`src/rtl/fifo_wr_arbiter_pkg.sv`:
```
// Shared types and helpers for the FIFO write-port arbiter.
// Imported by the arbiter top and its round-robin picker.
package fifo_wr_arbiter_pkg;

  localparam int DW_DEF = 16;

  typedef enum logic {
    ST_IDLE  = 1'b0,
    ST_GRANT = 1'b1
  } state_e;

  function automatic int clog2(input int v);
    int r;
    r = 0;
    while ((1 << r) < v) r++;
    return r;
  endfunction

endpackage

```
`src/rtl/fifo_wr_arbiter_rr_pick.sv`:
```
// Combinational round-robin picker: first set request at or after ptr,
// wrapping, returned as one-hot plus index.
module fifo_wr_arbiter_rr_pick #(
  parameter int N  = 4,
  parameter int PW = 2
) (
  input  logic [N-1:0]  req_i,
  input  logic [PW-1:0] ptr_i,
  output logic [N-1:0]  oh_o,
  output logic [PW-1:0] idx_o,
  output logic          any_o
);

  always_comb begin
    int j;
    oh_o  = '0;
    idx_o = '0;
    any_o = 1'b0;
    j     = 0;
    for (int k = 0; k < N; k++) begin
      j = int'(ptr_i) + k;
      if (j >= N) j = j - N;
      if (!any_o && req_i[j]) begin
        any_o    = 1'b1;
        oh_o[j]  = 1'b1;
        idx_o    = PW'(j);
      end
    end
  end

endmodule

```
`src/rtl/fifo_wr_arbiter.sv`:
```
// Round-robin owner of the FIFO write port with bounded bursts;
// a write is never issued while full is high.
module fifo_wr_arbiter
  import fifo_wr_arbiter_pkg::*;
#(
  parameter int N_REQ     = 4,
  parameter int DW        = DW_DEF,
  parameter int MAX_BURST = 8
) (
  input  logic                clk_a,
  input  logic                rst,
  input  logic [N_REQ-1:0]    req,
  input  logic [N_REQ*DW-1:0] din_req,
  output logic [N_REQ-1:0]    ack,
  output logic [N_REQ-1:0]    gnt,
  input  logic                full,
  output logic [DW-1:0]       din_a,
  output logic                wen_a,
  output logic                busy
);

  localparam int PW = clog2(N_REQ);
  localparam int CW = clog2(MAX_BURST) + 1;
  localparam logic [CW-1:0] CNT_LAST = CW'(MAX_BURST - 1);
  localparam logic [PW-1:0] PTR_LAST = PW'(N_REQ - 1);

  state_e           state_q, state_d;
  logic [N_REQ-1:0] gnt_q, gnt_d;
  logic [PW-1:0]    own_q, own_d;
  logic [PW-1:0]    ptr_q, ptr_d;
  logic [CW-1:0]    cnt_q, cnt_d;

  logic [PW-1:0]    nxt_ptr;
  logic [PW-1:0]    pick_ptr;
  logic [PW-1:0]    pick_idx;
  logic [N_REQ-1:0] pick_oh;
  logic             pick_any;
  logic             own_req;
  logic             rel;

  assign busy    = (state_q == ST_GRANT);
  assign gnt     = gnt_q;
  assign own_req = |(req & gnt_q);
  assign wen_a   = busy & own_req & ~full;
  assign ack     = {N_REQ{wen_a}} & gnt_q;

  assign nxt_ptr  = (own_q == PTR_LAST) ? '0 : own_q + PW'(1);
  // While granted, the picker looks ahead from the post-release pointer
  assign pick_ptr = busy ? nxt_ptr : ptr_q;

  fifo_wr_arbiter_rr_pick #(
    .N  (N_REQ),
    .PW (PW)
  ) u_pick (
    .req_i (req),
    .ptr_i (pick_ptr),
    .oh_o  (pick_oh),
    .idx_o (pick_idx),
    .any_o (pick_any)
  );

  always_comb begin
    din_a = '0;
    for (int i = 0; i < N_REQ; i++) begin
      if (gnt_q[i]) din_a = din_a | din_req[i*DW +: DW];
    end
  end

  always_comb begin
    state_d = state_q;
    gnt_d   = gnt_q;
    own_d   = own_q;
    ptr_d   = ptr_q;
    cnt_d   = cnt_q;
    rel     = 1'b0;
    unique case (state_q)
      ST_IDLE: begin
        if (pick_any) begin
          state_d = ST_GRANT;
          gnt_d   = pick_oh;
          own_d   = pick_idx;
          cnt_d   = '0;
        end
      end
      ST_GRANT: begin
        rel = !own_req || (wen_a && (cnt_q == CNT_LAST));
        if (rel) begin
          ptr_d = nxt_ptr;
          cnt_d = '0;
          if (pick_any) begin
            gnt_d = pick_oh;
            own_d = pick_idx;
          end else begin
            state_d = ST_IDLE;
            gnt_d   = '0;
            own_d   = '0;
          end
        end else if (wen_a) begin
          cnt_d = cnt_q + CW'(1);
        end
      end
      default: state_d = ST_IDLE;
    endcase
  end

  always_ff @(posedge clk_a or posedge rst) begin
    if (rst) begin
      state_q <= ST_IDLE;
      gnt_q   <= '0;
      own_q   <= '0;
      ptr_q   <= '0;
      cnt_q   <= '0;
    end else begin
      state_q <= state_d;
      gnt_q   <= gnt_d;
      own_q   <= own_d;
      ptr_q   <= ptr_d;
      cnt_q   <= cnt_d;
    end
  end

endmodule
```
`config.mk`:
```
export PLATFORM = sky130hd
export DESIGN_NAME = fifo_wr_arbiter
export DESIGN_NICKNAME = d
export VERILOG_FILES = /design/src/rtl/fifo_wr_arbiter_pkg.sv /design/src/rtl/fifo_wr_arbiter_rr_pick.sv /design/src/rtl/fifo_wr_arbiter.sv
export SDC_FILE = /design/constraint.sdc
export NUM_CORES = 1
export LEC_CHECK = 0
export CAP_MARGIN = 40
export CORE_ASPECT_RATIO = 1.2
export CORE_UTILIZATION = 40
export DETAILED_ROUTE_END_ITERATION = 16
export GPL_TIMING_DRIVEN = 0
export PLACE_DENSITY = 0.87
export SYNTH_ARGS = -nofsm -noshare
export SYNTH_HDL_FRONTEND = slang
export SYNTH_HIERARCHICAL = 1
export SYNTH_SLANG_ARGS = --single-unit
export TNS_END_PERCENT = 50
```
`constraint.sdc`:
```
create_clock -name clk_a -period 4.6 [get_ports clk_a]
set_clock_uncertainty 0.05 [all_clocks]
set_input_delay 1.15 -clock clk_a [delete_from_list [all_inputs] [get_ports clk_a]]
set_output_delay 1.15 -clock clk_a [all_outputs]
set_load 0.005 [all_outputs]
```
======== After elaboration in Yosys (flattened, before gate mapping) ========
Index checks and enable logic that the tools add are counted.
storage, ports and cells
  input bits .............................. 71
  register bits ........................... 13
  output and inout port bits .............. 26
  logic and storage cells ................. 117
cells by class
  eq/ne operators ......................... 5
  order comparisons ....................... 12
  reductions and logical operators ........ 17
  bitwise logic cells ..................... 12
  add/sub/neg operators ................... 9
  mux-type cells .......................... 57
operators by type and width
  kind                     count
  $ge A32 B1 Y1 const B    4
  $lt A32 B4 Y1 const B    4
  $mux W32                 4
  $ge A32 B4 Y1 const B    3
  $sub A32 B4 Y32 const B  3
  $mux W16                 4
  $or A16 B16 Y16          3
  $mux W4                  10
  $mux W1                  18
  $mux W2                  9
  $pmux W4 S2              2
  $or A4 B4 Y4             3
  $and A4 B4 Y4            2
  $bmux W1 S2              4
  $demux W1 S2             4
  $logic_and A1 B1 Y1      8
  $add A2 B2 Y3 const B    2
  $reduce_and A2 Y1        3
  $add A4 B1 Y4 const B    1
  $eq A4 B3 Y1 const B     1
  $logic_not A1 Y1         4
  $pmux W2 S2              1
  $reduce_or A4 Y1         1
  $sub A2 B3 Y4 const B    1
  other kinds (11)         13

======== Logic depth before layout (Yosys ltp) ========
Gate-level depths: netlist of run 1.
  depth in word-level cells ............... 21
  gate-level depth with buffers ........... 13
  mapped depth without buffers ............ 10

======== Modules after synthesis ========
The synthesis of run 1 kept the hierarchy.
modules (own cells, without submodules)
  module                   instances  cells an instance  sequential area each (sq um)  area an instance (sq um)
  fifo_wr_arbiter          1          121                325.3                         1,073.5
  fifo_wr_arbiter_rr_pick  1          48                 0.0                           460.4

======== Least setup slack after synthesis of run 1 ========
Ideal clock, no wire load.
  kind .................................... reg-to-reg
  start point ............................. reg state_q, in the netlist busy
  end point ............................... reg gnt_q[0], in the netlist gnt[0]
  stages on the path, launching flop included .. 14
  buffers on the path ..................... 4
  clock period less this slack ............ 3.108 ns
  setup time .............................. 0.121 ns
  data required time ...................... 4.429 ns
  setup slack ............................. 1.492 ns
  arrival ................................. 2.937 ns
  path through ............................ dfrtp_1 > clkbuf_1 > nor2_1 > a21oi_1 > buf_6 > inv_1 > ha_1 > mux4_2 > buf_6 > nor3_1 > nand2b_1 > and2_1 > buf_6 > a22o_1
on the way
  cells in the longest elaborated chain, start to end .. 19
  elaborated cells on any way between the ends .. 77
  those cells by class .................... add/sub: 7; order compare: 12; eq/ne: 2; mux: 37; bitwise: 6; reduce/logical: 13
ends and longest elaborated chain
  item                                                                      RTL line                       text
  start: declaration                                                        fifo_wr_arbiter.sv:27          state_e state_q, state_d;
  start signal: assignment                                                  fifo_wr_arbiter.sv:114         state_q <= state_d;
  $mux W2 (*)                                                               fifo_wr_arbiter.sv:49          assign pick_ptr = busy ? nxt_ptr : ptr_q;
  via pick_ptr[0]                                                           fifo_wr_arbiter.sv:34          logic [PW-1:0] pick_ptr;
  parallel branches: the longest is 14 deep, another holds $sub A32 B4 Y32  --
  $mux W1 (*)                                                               fifo_wr_arbiter_rr_pick.sv:23  if (!any_o && req_i[j]) begin
  via pick_any                                                              fifo_wr_arbiter.sv:37          logic pick_any;
  $mux W4                                                                   fifo_wr_arbiter.sv:90          if (pick_any) begin
  $mux W4                                                                   fifo_wr_arbiter.sv:87          if (rel) begin
  $pmux W4 S2                                                               fifo_wr_arbiter.sv:76          unique case (state_q)
  end signal: assignment                                                    fifo_wr_arbiter.sv:115         gnt_q <= gnt_d;
  end: declaration                                                          fifo_wr_arbiter.sv:28          logic [N_REQ-1:0] gnt_q, gnt_d;
Mark *: on every way through the listed nets, which the timed path passes. The select of a mux whose other input is x is not followed.
A chain may end at the register's enable or synchronous reset.

======== Worst setup path after layout of run 1 ========
  start point ............................. in req[2]
  end point ............................... out ack[3]
on the way
  cells in the longest elaborated chain, start to end .. 5
ends and longest elaborated chain
  item                         RTL line               text
  start: declaration           fifo_wr_arbiter.sv:12  input logic [N_REQ-1:0] req,
  $and A4 B4 Y4                fifo_wr_arbiter.sv:43  assign own_req = |(req & gnt_q);
  $reduce_or A4 Y1             fifo_wr_arbiter.sv:43
  $and A1 B1 Y1 (2 in series)  fifo_wr_arbiter.sv:44  assign wen_a = busy & own_req & ~full;
  $and A4 B4 Y4                fifo_wr_arbiter.sv:45  assign ack = {N_REQ{wen_a}} & gnt_q;
  end: declaration             fifo_wr_arbiter.sv:14  output logic [N_REQ-1:0] ack,
No other way between the ends.

==> results of run 1 <==
[state kept, by name (all words and copies together) (netlist names)]
| name | flops |
|---|---|
| busy | 1 |
| cnt_q | 4 |
| gnt | 4 |
| own_q | 2 |
| ptr_q | 2 |
[critical path, delay by kind of cell]
family / cells / cell delay [ns]
buffers and inverters: 2 / 1.19
AOI/OAI and AO/OA: 2 / 0.45
and+or+nand+nor: 1 / 0.17
[final timing paths]
kind,startpoint,cells past startpoint,to,slack (ns)
max,req[2],5,ack[3],0.43
min,own_q[1]$_DFFE_PP0P_,1,own_q[1]$_DFFE_PP0P_,0.46
max reg2reg,busy$_DFF_PP0_,12,gnt[0]$_DFFE_PP0P_,0.96
min reg2reg,own_q[1]$_DFFE_PP0P_,1,own_q[1]$_DFFE_PP0P_,0.46
max in group asynchronous,rst,2,busy$_DFF_PP0_,2.96
min in group asynchronous,rst,2,gnt[3]$_DFFE_PP0P_,1.19
[per-layer routing]
metal | vias to the layer above | global-route usage
met1 | 839 | 0.319
met3 | 8 | 0.0448
met2 | 84 | 0.452
met5 | - | 0
met4 | 0 | 0.0847
li1 | 868 | -
[kinds of logic (layout without fill, tap and decap cells)]
group                      Yosys count  count (layout)  share of synthesized area
buffers and inverters               18             118                     0.0677
adders and majority gates           10              10                     0.0816
DFF                                 13              13                      0.212
muxes                               10              10                      0.109
and+or+nand+nor                     47              47                      0.166
AOI/OAI and AO/OA                   71              71                      0.363
[cells in the mapped netlist (all sizes together) (2+ instances only)]
library cell  number
a21oi              4
a22o               9
a22oi             42
a32o               2
and2               5
buf                7
clkbuf             6
dfrtp             13
ha                10
inv                5
mux2               5
mux4               4
nand2             20
nand2b             4
nand4              2
nor2               7
o211ai             2
o21ai              8
[metrics by stage]
step	power [mW]	std cells	worst slack [ns]	hold slack, ns	area (sq um)
2_1_floorplan	1.12	169	1.49	0.420	1530
3_5_place_dp	1.56	317	0.433	0.456	2560
3_3_place_gp	1.53	317	0.494	0.437	2560
6_report	1.68	321	0.432	0.464	2610
4_1_cts	1.67	321	0.441	0.468	2610
5_1_grt	1.82	321	0.350	0.474	2610
[power groups by stage]
stage | combinational, mW | sequential [mW] | clock [mW]
2_1_floorplan | 0.927 | 0.196 | 0
3_3_place_gp | 1.33 | 0.203 | 0
3_5_place_dp | 1.35 | 0.205 | 0
4_1_cts | 1.36 | 0.203 | 0.105
5_1_grt | 1.50 | 0.211 | 0.110
6_report | 1.37 | 0.205 | 0.103
[cell type report]
| class | count | area share |
|---|---|---|
| Inverter | 5 | 0.00720 |
| Clock buffer | 4 | 0.0173 |
| Multi-Input combinational cell | 138 | 0.424 |
| Timing Repair Buffer | 96 | 0.369 |
| Buffer | 13 | 0.0327 |
| Tap cell | 52 | 0.0250 |
| Sequential cell | 13 | 0.125 |
==> Flow_metrics.wiki, run 1 <==
{| class="wikitable"
! Metric !! Value
|-
| Vias per Instance || between 5 and 6
|-
| Synth Flop Type || dfrtp_1
|-
| Number of register bits inferred by synthesis || 13
|-
| Share of total power in the clock network || 0.061
|-
| Vias in the first global route || between 1500 and 2000
|-
| Width of the die || 58.5 um
|-
| Number of placed I/O pins || 97
|-
| Routed length on met1 || between 1500 and 2000 um
|-
| Die Y || approximately 70 um
|-
| Highest fanout seen on the critical path || 8
|-
| Proportion of layout cells with a drive suffix above 1 || 0.0855
|-
| Synth Area per Inst || between 9 and 10 sq um
|-
| Arrival time worst endpoint || approximately 3.0 ns
|-
| Critical path class || primary input to primary output
|-
| Kind of launch point of the worst setup path || primary input
|-
| Global router's overall resource usage || 0.261
|-
| Overall routed net length || 4940 um
|-
| Final number of max-transition violations || 0
|-
| Final Hold Fails || 0
|-
| Worst Path Required || around 3.4 ns
|-
| Post-synth top area share || 0.212
|-
| Worst slew slack as a fraction of its limit || 0.634
|-
| Insertion delay of the later-clocked pin in the worst-skew pair || 0.24 ns
|-
| Number of cells upsized or downsized after cts || 0
|-
| Count of port buffers added during placement || 96
|-
| Total iterations of the first detailed-routing run || 4
|-
| Max Freq || approximately 0.24 GHz
|-
| IR drop worst, VDD || roughly 0.00033 V
|-
| TritonCTS clock tree || done
|-
| HPWL reported at the end of detailed placement || 3980 um
|-
| Fraction of power spent switching nets || 0.445
|-
| # fillers || 291
|-
| Area used by sequential logic in the layout || 325 sq um
|-
| Post-CTS setup repair buffer count || 0
|-
| Sequential share of power || 0.122
|-
| RSZ-0062 raised after global routing || false
|-
| Post-route fraction of the period consumed by the critical path || 0.906
|-
| Vias post-DR || around 1800
|-
| PD cells || approximately 640 nW/um^2
|-
| Cell with the biggest individual delay on the critical path || clkdlybuf4s50_1
|-
| Most frequent cells in the layout || clkdlybuf4s50_1, a22oi_1, nand2_1
|-
| Number of synthesized flops with an enable pin || 0
|-
| Total area of multi-input combinational cells || 1100 sq um
|-
| Residual antenna-violating net count after detailed routing || 0
|-
| Combinational share of power || 0.817
|-
| Number of instances in the synthesized netlist || about 170
|-
| Clock input transition at the sequential cells of the worst setup and hold paths || around 0.06 ns
|-
| Aggregate negative setup slack || 0 ns
|-
| Number of antenna violations at the first check in global routing || 0
|-
| Distinct cell type count of the synthesized netlist || 40
|-
| GPL Wtd Cong || approximately 0.87
|-
| Starting DRT DRC Count || 114
|-
| Synth async-reset ratio || 1.00
|-
| Reported leakage power || between 1 and 1.5 nW
|-
| Critical path endpoint category || primary output
|-
| Count of nets after finishing || approximately 350
|-
| Routed length on met2 || roughly 2600 um
|-
| Starting utilization of the core area || 0.419
|-
| Average detailed-routed wire length per instance || 15.4 um
|-
| Synthesized Nets || between 200 and 300
|-
| DRC errors left || 0
|-
| Max_cap viols || 0
|-
| CTS max path bufs || 2
|-
| Shortest clock period the worst path allows after layout || 4.17 ns
|-
| Most prevalent standard cell on the critical path || clkdlybuf4s50_1
|-
| Standard cell core area || 3660 sq um
|-
| Cells traversed along the worst timing path || clkdlybuf4s50_1 -> a22oi_4 -> a21oi_2 -> and2_1 -> clkdlybuf4s50_1
|-
| Int Pwr || between 0.9 and 1 mW
|-
| Maximum number of pins on one net before global-route repair || 14
|-
| Net load switching power || about 0.75 mW
|-
| Global-route wire length before repair || roughly 8300 um
|-
| Register area share after synthesis || 0.212
|-
| Number of buffers inserted during clock tree synthesis || 3
|-
| Share of the core filled with cells in the final layout || 0.711
|-
| Area growth syn-to-layout || 69.8%
|-
| Clock root buffer || clkbuf_8
|-
| Uppermost metal layer occupied by signal nets || met4
|-
| Number of antenna repair diodes || 0
|-
| Netlist Area Pre-Place || approximately 1500 sq um
|-
| Yosys Warn Count || 6
|-
| Overall overflow remaining after global route || 0
|-
| Met3 WL post-DR || 300 um
|-
| Hold bufs inserted after CTS || 0
|-
| Most common cell after layout, fill and taps aside || clkdlybuf4s50_1
|-
| Slew at the pin with the worst max-slew slack || 0.550 ns
|-
| Largest stage delay on the critical path || about 0.67 ns
|-
| Placement row count || 24
|-
| Setup-violating endpoint count in the final report || 0
|-
| Clock tree sinks || 13
|-
| Most area-hungry cell type in the Yosys netlist || dfrtp_1
|-
| Worst min-delay path class || flop to flop
|-
| Result of the run || completed
|-
| Largest cells by area after synthesis || dfrtp_1, a22oi_1, ha_1, mux4_1, a22o_1
|-
| Area enclosed by the die boundary || between 4000 and 5000 sq um
|-
| Number of H-tree levels || 1
|}
No activity file was read; power rests on OpenSTA's default activity.
==> run 2, diff against run 1 <==
- PLACE_DENSITY: 0.87 -> 0.86
- SKIP_LAST_GASP: unset -> 1
- TNS_END_PERCENT: 50 -> 10
==> Flow_metrics.wiki, run 2 (synthesis results as in run 1) <==
{| class="wikitable"
! Metric !! Value
|-
| Total power || 1.69 mW (+0.49%)
|-
| Busiest metal layer after global routing || met2
|-
| Final Hold Fails || 0 (unchanged)
|-
| Width of the die || 58.5 um (unchanged)
|-
| Vias post-DR || 1800 (+0.056%)
|-
| Max Freq || 0.241 GHz (+0.43%)
|-
| Slew at the pin with the worst max-slew slack || 0.532 ns (-0.0173 ns)
|-
| IR drop worst, VDD || 0.000301 V (-9.7%)
|-
| Overall routed net length || 4870 um (-1.4%)
|-
| Global-route wire length before repair || 8040 um (-3.4%)
|-
| Shortest clock period the worst path allows after layout || 4.15 ns (-0.0178 ns)
|-
| Highest fanout seen on the critical path || 8 (unchanged)
|-
| Post-route fraction of the period consumed by the critical path || 0.902 (-0.00387)
|-
| Share of the core filled with cells in the final layout || 0.711 (unchanged)
|-
| Placement row count || 24 (unchanged)
|-
| Maximum number of pins on one net before global-route repair || 14 (unchanged)
|-
| Met3 capacity usage during global routing || 0.0336 (-0.0112)
|-
| CTS max path bufs || 2 (unchanged)
|-
| Hold WS || 0.457 ns (-0.00675 ns)
|-
| Worst min-delay path class || flop to flop
|-
| Cell with the biggest individual delay on the critical path || clkdlybuf4s50_1
|-
| Setup slack, reg-to-reg || 0.96 ns (about the same)
|-
| Hold Path Stages || 1 (unchanged)
|-
| GPL Wtd Cong || 0.915 (+5.2%)
|-
| Worst slew slack as a fraction of its limit || 0.645 (+0.0115)
|-
| Max_cap viols || 0 (unchanged)
|-
| Critical path endpoint category || primary output
|-
| Final setup margin || 0.450 ns (+0.0178 ns)
|-
| Clock root buffer || clkbuf_8
|-
| Critical register-to-register path startpoint || busy$_DFF_PP0_
|-
| Vias per Instance || 5.61 (about the same)
|-
| Most prevalent standard cell on the critical path || clkdlybuf4s50_1
|-
| Standard cell core area || 3660 sq um (unchanged)
|-
| Destination of the worst hold path || ptr_q[1]$_DFFE_PP0P_
|-
| Kind of launch point of the worst setup path || primary input
|-
| Start point of the worst min-delay path || ptr_q[1]$_DFFE_PP0P_
|-
| Met1 routing resource usage after global routing || 0.310 (-0.00889)
|-
| Count of port buffers added during placement || 96 (unchanged)
|-
| Hold bufs inserted after CTS || 0 (unchanged)
|-
| Area enclosed by the die boundary || 4090 sq um (unchanged)
|-
| DRC errors left || 0 (unchanged)
|-
| Worst Path Required || 3.40 ns (about the same)
|-
| Register-to-Register Path Depth || 12 (unchanged)
|-
| Placed Instances || 317 (unchanged)
|-
| Residual antenna-violating net count after detailed routing || 0 (unchanged)
|-
| Number of antenna repair diodes || 0 (unchanged)
|-
| Largest stage delay on the critical path || 0.63 ns (-0.04 ns)
|-
| Die Y || 69.8 um (unchanged)
|-
| Post-route standard cell area excluding fillers || 2610 sq um (unchanged)
|-
| Proportion of layout cells with a drive suffix above 1 || 0.0855 (unchanged)
|-
| Clock tree sinks || 13 (unchanged)
|-
| Insertion delay of the later-clocked pin in the worst-skew pair || 0.25 ns (about the same)
|-
| Vias in the first global route || 1815 (-0.055%)
|-
| Starting utilization of the core area || 0.419 (unchanged)
|-
| Most common cell after layout, fill and taps aside || clkdlybuf4s50_1
|-
| Starting DRT DRC Count || 95 (-17%)
|-
| Setup Slack @ Placement || 0.441 ns (+0.00805 ns)
|-
| Average detailed-routed wire length per instance || 15.2 um (-1.4%)
|-
| Number of antenna violations at the first check in global routing || 0 (unchanged)
|-
| Endpoint of the worst-slack reg-to-reg timing path || gnt[1]$_DFFE_PP0P_
|-
| Final cell count without fillers || 321 (unchanged)
|-
| Post-CTS setup repair buffer count || 0 (unchanged)
|-
| # fillers || 299 (+2.7%)
|-
| TritonCTS clock tree || done
|-
| Arrival time worst endpoint || 2.95 ns (-0.02 ns)
|-
| Area growth syn-to-layout || 69.8% (unchanged)
|-
| Count of nets after finishing || 351 (unchanged)
|-
| PD cells || 648 nW/um^2 (+0.49%)
|-
| Placed Instance Area || 2560 sq um (unchanged)
|-
| HPWL reported at the end of detailed placement || 3870 um (-2.6%)
|-
| Number of H-tree levels || 1 (unchanged)
|-
| Reported leakage power || 1.09 nW (unchanged)
|-
| Global router's overall resource usage || 0.249 (-0.0117)
|-
| Setup-violating endpoint count in the final report || 0 (unchanged)
|-
| Final number of max-transition violations || 0 (unchanged)
|-
| Cells traversed along the worst timing path || clkdlybuf4s50_1 -> a22oi_4 -> a21oi_2 -> and2_1 -> clkdlybuf4s50_1
|-
| Global Route met2 Usage || 0.427 (-0.0255)
|-
| Number of cells upsized or downsized after cts || 0 (unchanged)
|-
| Critical path class || primary input to primary output
|-
| Result of the run || completed
|-
| Number of buffers inserted during clock tree synthesis || 3 (unchanged)
|-
| RSZ-0062 raised after global routing || false
|-
| Total iterations of the first detailed-routing run || 4 (unchanged)
|-
| Number of placed I/O pins || 97 (unchanged)
|-
| Most frequent cells in the layout || clkdlybuf4s50_1, a22oi_1, nand2_1
|-
| Clock input transition at the sequential cells of the worst setup and hold paths || 0.05 ns (about the same)
|-
| Overall overflow remaining after global route || 0 (unchanged)
|-
| Aggregate negative setup slack || 0 ns (unchanged)
|}
[run 2: cell counts in the layout (fill, tap and decap cells not counted)]
No cell type changed its count.
[run 2: power breakdown]
group	leakage (nW)	internal [mW]	switching, mW
Sequential	0.165	0.165	0.0390
Clock	0.0228	0.0613	0.0432
Combinational	0.901	0.707	0.673
[run 2: worst max path at each step]
| stage | endpoint | startpoint | slack [ns] |
|---|---|---|---|
| final | ack[2] | req[2] | 0.45 |
| after global routing | ack[2] | req[2] | 0.34 |
| after CTS | ack[2] | req[2] | 0.43 |
| after detailed placement | ack[2] | req[2] | 0.44 |
| after global placement | ack[2] | req[2] | 0.45 |
| after floorplan | gnt[0]$_DFFE_PP0P_ | busy$_DFF_PP0_ | 1.49 |
[run 2: cell type report]
cell class / instances / area [sq um] / area share
Buffer: 13 / 85.1 / 0.0327
Clock buffer: 4 / 45.0 / 0.0173
Inverter: 5 / 18.8 / 0.00720
Multi-Input combinational cell: 138 / 1100 / 0.424
Sequential cell: 13 / 325 / 0.125
Tap cell: 52 / 65.1 / 0.0250
Timing Repair Buffer: 96 / 961 / 0.369
[run 2: per-layer routing]
metal / up-vias / wire, um
met5: - / 0
met4: 0 / 114
met3: 14 / 299
met2: 78 / 2490
met1: 842 / 1960
li1: 866 / -
[run 2: worst max-delay path: cells and delay by family]
| kind | cells | cell delay (ns) |
|---|---|---|
| compound gates | 2 | 0.46 |
| buf+inv | 2 | 1.13 |
| simple gates | 1 | 0.20 |
==> run 3, diff against run 2 <==
- CTS_CLUSTER_SIZE: unset -> 20
==> results of run 3 <==
Final layout, timing and power as in run 2 (identical DEF).
